### config.mk
export PLATFORM = sky130hd
export DESIGN_NAME = tctsu_sequencer
export DESIGN_NICKNAME = d
export VERILOG_FILES = /design/src/rtl/edsac_pkg.sv /design/src/rtl/digit_counter.sv /design/src/rtl/tctsu_sequencer.sv
export SDC_FILE = /design/constraint.sdc
export NUM_CORES = 1
export LEC_CHECK = 0
export CORE_MARGIN = 1
export CORE_UTILIZATION = 45
export DETAILED_ROUTE_END_ITERATION = 10
export PLACE_DENSITY_LB_ADDON = 0.12
export SLEW_MARGIN = 5
export SYNTH_ARGS = -nofsm -noshare
export SYNTH_HDL_FRONTEND = slang
export SYNTH_HIERARCHICAL = 1
export SYNTH_SLANG_ARGS = --single-unit
### constraint.sdc
create_clock -name clk -period 2.6 [get_ports clk]
set_clock_uncertainty 0.05 [all_clocks]
set_input_delay 0.52 -clock clk [delete_from_list [all_inputs] [get_ports clk]]
set_output_delay 0.52 -clock clk [all_outputs]
set_load 0.02 [all_outputs]
### src/rtl/edsac_pkg.sv
// Shared types and constants for the EDSAC timing-control and main-control blocks.
package edsac_pkg;

  typedef enum logic [1:0] {
    StIdle,
    StArm,
    StRun,
    StFin
  } state_e;

  typedef enum logic [1:0] {
    OpNul,
    OpMul,
    OpRsh,
    OpLsh
  } op_e;

  localparam int unsigned DIGITS      = 36;
  localparam int unsigned SHORT_ITERS = 17;
  localparam int unsigned LONG_ITERS  = 35;
  localparam int unsigned DposW       = 6;

endpackage

### src/rtl/digit_counter.sv
// Digit position within the current cycle: 0 on the d0 clock, then counts up and
// holds at DIGITS-1 if d0 goes missing.
module digit_counter
  import edsac_pkg::*;
#(
  parameter int unsigned DIGITS = edsac_pkg::DIGITS
) (
  input  logic             clk,
  input  logic             rst,
  input  logic             d0,
  output logic [DposW-1:0] dpos
);

  logic [DposW-1:0] r_cnt;

  assign dpos = d0 ? '0 : r_cnt;

  always_ff @(posedge clk or posedge rst) begin
    if (rst) begin
      r_cnt <= '0;
    end else if (dpos == DposW'(DIGITS - 1)) begin
      r_cnt <= dpos;
    end else begin
      r_cnt <= dpos + DposW'(1);
    end
  end

endmodule

### src/rtl/tctsu_sequencer.sv
// Timing-control sequencer for multiply and shift orders.
// Optional feature macro: TCTSU_LONG_EN (long-word multiply via f1_neg).
module tctsu_sequencer
  import edsac_pkg::*;
#(
  parameter int unsigned SHORT_ITERS = edsac_pkg::SHORT_ITERS,
  parameter int unsigned LONG_ITERS  = edsac_pkg::LONG_ITERS,
  parameter int unsigned DIGITS      = edsac_pkg::DIGITS
) (
  input  logic       clk,
  input  logic       rst,
  input  logic       d0,
  input  logic       d17,
  input  logic       start,
  input  logic       c7,
  input  logic       c8,
  input  logic       c9,
  input  logic       f1_neg,
  input  logic [4:0] shift_n,
  output logic       g1_pos,
  output logic       g1_neg,
  output logic       g2_pos,
  output logic       g2_neg,
  output logic       dx,
  output logic       ds,
  output logic       busy,
  output logic       done
);

  state_e           r_state, w_state_d;
  op_e              r_op, w_op_dec;
  logic [4:0]       r_shift;
  logic [5:0]       r_it, w_it_d, w_cur_it, w_limit;
  logic [DposW-1:0] w_dpos;
  logic             w_long, w_accept, w_run;
  logic             w_g1_pos, w_g1_neg, w_g2_pos, w_g2_neg, w_dx, w_ds, w_busy, w_done;
  logic             r_g1_pos, r_g1_neg, r_g2_pos, r_g2_neg, r_dx, r_ds, r_busy, r_done;

  digit_counter #(
    .DIGITS(DIGITS)
  ) u_digit_counter (
    .clk (clk),
    .rst (rst),
    .d0  (d0),
    .dpos(w_dpos)
  );

  assign w_accept = (r_state == StIdle) && start;

`ifdef TCTSU_LONG_EN
  logic r_long;
  always_ff @(posedge clk or posedge rst) begin
    if (rst) begin
      r_long <= 1'b0;
    end else if (w_accept) begin
      r_long <= ~f1_neg;
    end
  end
  assign w_long = r_long;
`else
  logic w_unused_f1_neg;
  assign w_unused_f1_neg = f1_neg;
  assign w_long          = 1'b0;
`endif

  always_comb begin
    w_op_dec = OpNul;
    if (c9)      w_op_dec = OpMul;
    else if (c7) w_op_dec = OpRsh;
    else if (c8) w_op_dec = OpLsh;
  end

  always_comb begin
    w_limit = 6'd32;
    if (r_op == OpMul)      w_limit = w_long ? 6'(LONG_ITERS) : 6'(SHORT_ITERS);
    else if (r_shift != '0) w_limit = {1'b0, r_shift};
  end

  always_ff @(posedge clk or posedge rst) begin
    if (rst) begin
      r_state <= StIdle;
      r_op    <= OpNul;
      r_shift <= '0;
      r_it    <= '0;
    end else begin
      r_state <= w_state_d;
      r_it    <= w_it_d;
      if (w_accept) begin
        r_op    <= w_op_dec;
        r_shift <= shift_n;
      end
    end
  end

  always_comb begin
    w_state_d = r_state;
    w_it_d    = r_it;
    unique case (r_state)
      StIdle: begin
        if (start) begin
          w_state_d = (w_op_dec == OpNul) ? StFin : StArm;
          w_it_d    = '0;
        end
      end
      StArm: begin
        if (d0) begin
          w_state_d = StRun;
          w_it_d    = '0;
        end
      end
      StRun: begin
        if (d0) begin
          if (r_it == w_limit - 6'd1) begin
            w_state_d = StFin;
            w_it_d    = '0;
          end else begin
            w_it_d = r_it + 6'd1;
          end
        end
      end
      StFin:   w_state_d = StIdle;
      default: w_state_d = StIdle;
    endcase
  end

  // Outputs describe the digit on the wire this clock and appear one clock later.
  assign w_cur_it = ((r_state == StRun) && d0) ? r_it + 6'd1 : r_it;
  assign w_run    = (w_state_d == StRun);
  assign w_g1_pos = w_run && (r_op == OpMul) && w_cur_it[0];
  assign w_g1_neg = w_run && (r_op == OpMul) && !w_cur_it[0];
  assign w_dx     = w_run && (r_op == OpMul) && (w_dpos == w_cur_it);
  assign w_g2_pos = w_run && ((r_op == OpRsh) || (r_op == OpLsh));
  assign w_ds     = w_run && (r_op == OpRsh) && d17;
  assign w_busy   = (w_state_d != StIdle) || (r_state == StFin);
  assign w_done   = (r_state == StFin);
  assign w_g2_neg = w_busy && !w_g2_pos;

  always_ff @(posedge clk or posedge rst) begin
    if (rst) begin
      r_g1_pos <= 1'b0;
      r_g1_neg <= 1'b0;
      r_g2_pos <= 1'b0;
      r_g2_neg <= 1'b0;
      r_dx     <= 1'b0;
      r_ds     <= 1'b0;
      r_busy   <= 1'b0;
      r_done   <= 1'b0;
    end else begin
      r_g1_pos <= w_g1_pos;
      r_g1_neg <= w_g1_neg;
      r_g2_pos <= w_g2_pos;
      r_g2_neg <= w_g2_neg;
      r_dx     <= w_dx;
      r_ds     <= w_ds;
      r_busy   <= w_busy;
      r_done   <= w_done;
    end
  end

  assign g1_pos = r_g1_pos;
  assign g1_neg = r_g1_neg;
  assign g2_pos = r_g2_pos;
  assign g2_neg = r_g2_neg;
  assign dx     = r_dx;
  assign ds     = r_ds;
  assign busy   = r_busy;
  assign done   = r_done;

endmodule

==> summary.txt, run 1 <==
Setup path
  • Bufs and invs on worst path: 1
  • Critical Path Start: r_op[1]
  • Top delay family on crit path: simple AND/OR/NAND/NOR gates
  • Worst Setup Start Kind: register
  • Max incr delay on CP: between 0.4 and 0.5 ns
  • Req. time, crit path: 2.69 ns
  • Critical Path AT: 2.54 ns
  • R2r startpoint: r_op[1]
  • CP Class: reg2reg
  • Reg-to-reg slack, setup: 0.15 ns
  • Nature of the critical path endpoint: register
  • Worst path depth: 8
  • Crit-path cells: and2b_1 -> nor2_1 -> ha_1 -> xor2_1 -> or3_1 -> a2111oi_4 -> buf_4 -> nor3_1
  • Crit path capture: r_it[3]
  • R2R Path End: r_it[3]
  • Crit path max fanout: 11
  • Cell with the largest stage delay on the worst path: or3_1
  • Worst Reg-to-Reg Cells: 8

Final layout
  • Area Overhead vs Synth: 21.2%
  • Fillcell total: 308
  • Final #Nets: 209
  • Antenna cell count: 0
  • Final non-filler cell total: 239
  • Share of layout cells above drive strength 1: 15.5%
  • Final Cell Area: approximately 2100 um^2
  • Final Util: approximately 60%

Logic synthesis
  • EDFF count, synth: 0
  • Most frequent cells after synthesis: dfrtp_1, nor2_1, xnor2_1, inv_1, nand3_1
  • Area contributors post-synth: dfrtp_1, xnor2_1, xor2_1
  • Post-synth top area share: 42.6%
  • Syn. warnings: 6
  • Avg Cell Area, Syn: 10.4 um^2
  • Ys async rst share: 100%
  • Seq/Total Area, Yosys: about 43%
  • Syn nets: 181
  • Synth area leader: dfrtp_1
  • Cell variety after synth: 48
  • Post-synthesis cell area: between 1500 and 2000 um^2
  • Top-count cell post-synth: dfrtp_1
  • Gate Count Post-Synth: approximately 160
  • Prevailing post-synth register cell: dfrtp_1
  • Seq cells post-synth: 29

Detailed routing
  • Final WL: 3530 um
  • Drt via density: 5.46
  • DRT iter0 DRCs: 65
  • Total vias in the final route: 1306
  • Drt pass-1 iters: 4
  • Antenna Nets Post-Route: 0
  • Average wire per standard cell: roughly 15 um
  • DRC: 0

CTS
  • TritonCTS Buffers: 5
  • CTS tree: done
  • Post-CTS sizing: 0
  • Clock tree buffer depth: 2
  • Post CTS Setup Buffer Count: 0
  • CTS Sinks: 29
  • CTS root buffer: clkbuf_8
  • Clk slew on worst S/H paths: roughly 0.06 ns
  • Htree depth: 2
  • Hold Buf Count CTS: 0
  • Worst skew pair latency: roughly 0.27 ns

Place
  • Input/output buffers: 20
  • GPL Wtd Cong: 0.845
  • DP Area: around 2000 um^2
  • Cell total after placement: 231
  • DP HPWL: 2600 um

Timing
  • RSZ-0062 raised after global routing: false
  • Slew Limit Headroom: 68.2%
  • Final Hold Vio Count: 0
  • Max Freq: 408 MHz
  • Slew at the pin with the worst max-slew slack: approximately 0.48 ns
  • Setup TNS Final: 0 ns
  • Max-slew violation count: 0
  • Period utilization: between 90% and 100%
  • Period minus WS final: roughly 2.4 ns
  • Hold_ws: 0.433 ns
  • Setup Viol. Count Final: 0

Power
  • Leakage power figure: 0.861 nW
  • Maximum vdd drop: 0.000582 V
  • PwrDens: 937 nW/um^2

Status
  • Status: finished clean

Flow run
  • Max Cap Viol: 0

Die
  • Die Height: 63.5 um
  • Die Width: 63.5 um
  • Io pins: 22
  • Starting Density: 49.1%
  • FP Rows: 21
  • Die area: 4030 um^2
  • Core ar.: 3470 um^2

GRT
  • First-pass GRT wire length: 5950 um
  • Global route overflow: 0
  • Largest net degree at the start of global routing: 24
  • Total Routing Usage GR: 19.8%
  • Vias in the first global route: 1337
  • Antenna violations before repair: 0

Worst hold path
  • Hold/Removal Path Class: in2async
-- report_power, final --
part / internal (mW) / total (mW) / switching (mW)
registers: 0.574 / 0.719 / 0.145
logic: 0.407 / 0.867 / 0.460
clock network: 0.185 / 0.348 / 0.163
total: 1.17 / 1.93 / 0.768
-- worst min path at each step --
stage	endpoint	slack (ns)	cells after the start
final	u_digit_counter/r_cnt[2]	0.43	2
after global routing	u_digit_counter/r_cnt[2]	0.45	2
after CTS	u_digit_counter/r_cnt[2]	0.43	2
after detailed placement	ds	0.45	1
after global placement	ds	0.44	1
after floorplan	u_digit_counter/r_cnt[0]	0.26	1
-- metrics by stage --
step	setup WS (ns)	power, mW
final	0.151	1.93
after global routing	0.0511	2.06
after CTS	0.154	1.94
after detailed placement	0.00997	1.58
after global placement	0.0935	1.54
after floorplan	0.326	1.32
-- kinds of logic (layout without fill, tap and decap cells) --
logic type      Yosys count  in the layout  synth area share (%)
xor+xnor                 20             20                  12.0
compound gates           23             23                  11.6
mux                       6              6                  4.19
flops                    29             29                  42.6
simple gates             68             68                  23.6
buf+inv                  15             44                  3.82
fa+ha+maj                 3              3                  2.20
-- layout make-up --
class,count,area (um^2),area share (%)
Sequential cell,29,726,35.2
Timing Repair Buffer,27,253,12.2
Clock inverter,2,10.0,0.485
Tap cell,46,57.6,2.79
Inverter,9,33.8,1.64
Multi-Input combinational cell,120,912,44.2
Clock buffer,6,72.6,3.52
-- layout by cell type (no fill, tap or decap), types with 2 or more instances in the layout --
cell,Yosys,layout
o21ai_1,2,2
nand3_1,9,9
clkbuf_8,0,5
mux2_2,5,5
nor2_1,15,15
o31ai_1,2,2
nor3_1,8,8
xor2_1,7,7
nor3b_1,2,2
o21ai_0,2,2
clkdlybuf4s50_1,0,20
or3_1,5,5
dfrtp_1,29,29
and2b_2,2,2
ha_1,3,3
a2111oi_4,2,2
nand3b_1,2,2
nand2b_1,3,3
inv_1,9,9
and2b_4,2,2
clkinv_2,0,2
a211oi_1,2,2
xnor2_1,11,11
a21oi_1,4,4
nand2_1,8,8
and3_1,2,2
buf_4,0,7
-- metal layers --
metal	global-route usage, %	share of wire (%)
met1	23.6	44
met2	33.6	50
met3	5.07	5.5
met4	7.67	0.96
met5	0	0
-- state kept, by name, summed over array words and instances, names as in the netlist --
register,count
r_it,6
u_digit_counter/r_cnt,6
r_shift,5
r_op,2
r_state,2
busy,1
done,1
ds,1
dx,1
g1_neg,1
g1_pos,1
g2_neg,1
g2_pos,1
Note: power is estimated with default switching activity, not from simulation.
==> run 2: changes to the inputs <==
Settings changed: TNS_END_PERCENT set to 30.
==> results of run 2 <==
Final layout, timing and power as in run 1 (identical DEF).
==> run 3: changes to the inputs <==
Settings changed: CORE_UTILIZATION 45 to 40.
==> run 3 against run 2 <==
  * Largest power group unchanged
  * Worst hold slack gained 0.014 ns
  * Sequential power shrank 0.6%
  * Wire length shrank 4.5%
  * Highest routed layer unchanged
  * Via count shrank 2.1%
  * Global-route usage shrank 1.6 points
  * Critical path depth grew 1
  * Count of clock-buffer cells in the layout grew 1
  * Core utilization shrank 7.5 points
  * Flip-flop and latch count is the same
  * Fmax grew 0.72%
  * Critical endpoint is now r_it[5]
  * Critical path type unchanged
  * Combinational power shrank 1%
  * Sequential share of layout area shrank 0.77 points
==> summary.txt, run 3 (synthesis gave the netlist of run 1 again) <==
Place
  • DP HPWL: 2600 um (about the same)
  • GPL Wtd Cong: 0.794 (was 0.845)
  • Setup WS pre-CTS: 0.0719 ns (was 0.00997 ns)
  • Input/output buffers: 20 (unchanged)

CTS
  • Htree depth: 2 (unchanged)
  • Clock tree buffer depth: 2 (unchanged)
  • TritonCTS Buffers: 5 (unchanged)
  • CTS Sinks: 29 (unchanged)
  • Hold Buf Count CTS: 0 (unchanged)
  • Clk slew on worst S/H paths: 0.06 ns (about the same)
  • CTS tree: done (unchanged)
  • Post CTS Setup Buffer Count: 0 (unchanged)
  • CTS root buffer: clkbuf_8 (unchanged)
  • Worst skew pair latency: 0.28 ns (was 0.27 ns)
  • Post-CTS sizing: 0 (unchanged)

Setup path
  • Bufs and invs on worst path: 1 (unchanged)
  • Max incr delay on CP: 0.41 ns (was 0.45 ns)
  • Crit-path cells: and2b_1 -> nor2_1 -> ha_1 -> xor2_1 -> a2111oi_4 -> o21ai_2 -> a2111oi_4 -> buf_4 -> nor3_1 (was and2b_1 -> nor2_1 -> ha_1 -> xor2_1 -> or3_1 -> a2111oi_4 -> buf_4 -> nor3_1)
  • Reg-to-reg slack, setup: 0.17 ns (was 0.15 ns)
  • Crit path max fanout: 11 (unchanged)
  • Req. time, crit path: 2.68 ns (was 2.69 ns)
  • Worst Reg-to-Reg Cells: 9 (was 8)
  • Worst Setup Start Kind: register (unchanged)
  • CP Class: reg2reg (unchanged)
  • R2r startpoint: r_op[1] (unchanged)
  • Nature of the critical path endpoint: register (unchanged)
  • CP most frequent cell: a2111oi_4
  • Top delay family on crit path: compound AO/OA/AOI/OAI gates (was simple AND/OR/NAND/NOR gates)
  • Critical Path AT: 2.51 ns (was 2.54 ns)
  • Cell with the largest stage delay on the worst path: dfrtp_1 (was or3_1)
  • R2R Path End: r_it[5] (was r_it[3])

Timing
  • Max Freq: 411 MHz (was 408 MHz)
  • Period utilization: 93.5% (was 94.2%)
  • Setup ws final: 0.169 ns (was 0.151 ns)
  • Max-slew violation count: 0 (unchanged)
  • Setup TNS Final: 0 ns (unchanged)
  • Slew Limit Headroom: 68.6% (was 68.2%)
  • Final Hold Vio Count: 0 (unchanged)
  • Slew at the pin with the worst max-slew slack: 0.471 ns (was 0.477 ns)
  • Hold_ws: 0.447 ns (was 0.433 ns)
  • Period minus WS final: 2.43 ns (was 2.45 ns)
  • Setup Viol. Count Final: 0 (unchanged)
  • RSZ-0062 raised after global routing: false (unchanged)

Power
  • Leakage power figure: 0.878 nW (was 0.861 nW)
  • PwrDens: 968 nW/um^2 (was 937 nW/um^2)
  • Maximum vdd drop: 0.000604 V (was 0.000582 V)
  • Pwr Total: 2.04 mW (was 1.93 mW)

Detailed routing
  • Average wire per standard cell: 13.8 um (was 14.8 um)
  • Total vias in the final route: 1278 (was 1306)
  • Final WL: 3370 um (was 3530 um)
  • Drt via density: 5.24 (was 5.46)
  • Drt pass-1 iters: 4 (unchanged)
  • Antenna Nets Post-Route: 0 (unchanged)
  • DRC: 0 (unchanged)
  • DRT iter0 DRCs: 69 (was 65)

Die
  • Die area: 4520 um^2 (was 4030 um^2)
  • Die Width: 67.2 um (was 63.5 um)
  • Io pins: 22 (unchanged)
  • Die Height: 67.2 um (was 63.5 um)
  • Core ar.: 4060 um^2 (was 3470 um^2)
  • Starting Density: 42.0% (was 49.1%)
  • FP Rows: 23 (was 21)

Final layout
  • Final #Nets: 210 (was 209)
  • Most common cell after layout, fill and taps aside: dfrtp_1 (unchanged)
  • Most frequent cells in the layout: dfrtp_1, clkdlybuf4s50_1, nor2_1 (unchanged)
  • Antenna cell count: 0 (unchanged)
  • Final Util: 52.0% (was 59.5%)
  • Share of layout cells above drive strength 1: 16.0% (was 15.5%)
  • Regs by FF count: r_it x6, u_digit_counter/r_cnt x6, r_shift x5 (unchanged)
  • Area Overhead vs Synth: 24.0% (was 21.2%)

GRT
  • Total Routing Usage GR: 18.1% (was 19.8%)
  • Top Usage Layer GRT: met2 (unchanged)
  • Global route overflow: 0 (unchanged)
  • First-pass GRT wire length: 6040 um (was 5950 um)
  • Largest net degree at the start of global routing: 24 (unchanged)
  • Vias in the first global route: 1337 (unchanged)
  • Met1 usage: 22.5% (was 23.6%)
  • GRT met3 Usage: 5.91% (was 5.07%)
  • Antenna violations before repair: 0 (unchanged)
  • GR Util met2: 29.1% (was 33.6%)

Flow run
  • Max Cap Viol: 0 (unchanged)

Worst hold path
  • Hold/Removal Path Class: in2async (unchanged)

Status
  • Status: finished clean (unchanged)
-- run 3: layer usage --
layer	share of wire [%]	vias to the layer above	wire length [um]
met2	49	29	1650
met4	0.86	0	29
met5	0	-	0
met1	46	611	1570
li1	-	634	-
met3	3.9	4	132
-- run 3: report_power, final --
part           internal, mW  leakage [nW]  switching, mW
sequential            0.574         0.371          0.141
clock                 0.312        0.0585          0.162
combinational         0.409         0.449          0.446
-- run 3: worst max path at each step --
stage	cells past startpoint	end	start
final	9	r_it[5]	r_op[1]
after floorplan	8	r_it[2]	r_op[1]
after global routing	9	r_it[5]	r_op[1]
after CTS	9	r_it[5]	r_op[1]
after detailed placement	7	dx	d0
after global placement	7	dx	d0
-- run 3: layout make-up --
| cell class | count | area (um^2) |
|---|---|---|
| fill | 353 | 1950 |
| multi-input combinational | 120 | 912 |
| sequential | 29 | 726 |
| timing repair buffer | 28 | 260 |
| clock buffer | 7 | 86.3 |
| tap | 50 | 62.6 |
| inverter | 9 | 33.8 |
| clock inverter | 1 | 30.0 |
-- run 3: worst register-to-register path, delay by kind of cell (launching register included) --
kind / cells / cell delay, ns
AOI/OAI and AO/OA: 3 / 0.83
xor gates and xnor gates: 1 / 0.19
adders and majority gates: 1 / 0.22
buffers and inverters: 1 / 0.24
DFF: 1 / 0.41
and+or+nand+nor: 3 / 0.35
-- run 3: through the flow --
| step | std cells | cell area [um^2] |
|---|---|---|
| 2_1_floorplan | 164 | 1700 |
| 3_3_place_gp | 236 | 1990 |
| 3_5_place_dp | 236 | 1990 |
| 4_1_cts | 244 | 2110 |
| 5_1_grt | 244 | 2110 |
| 6_report | 244 | 2110 |
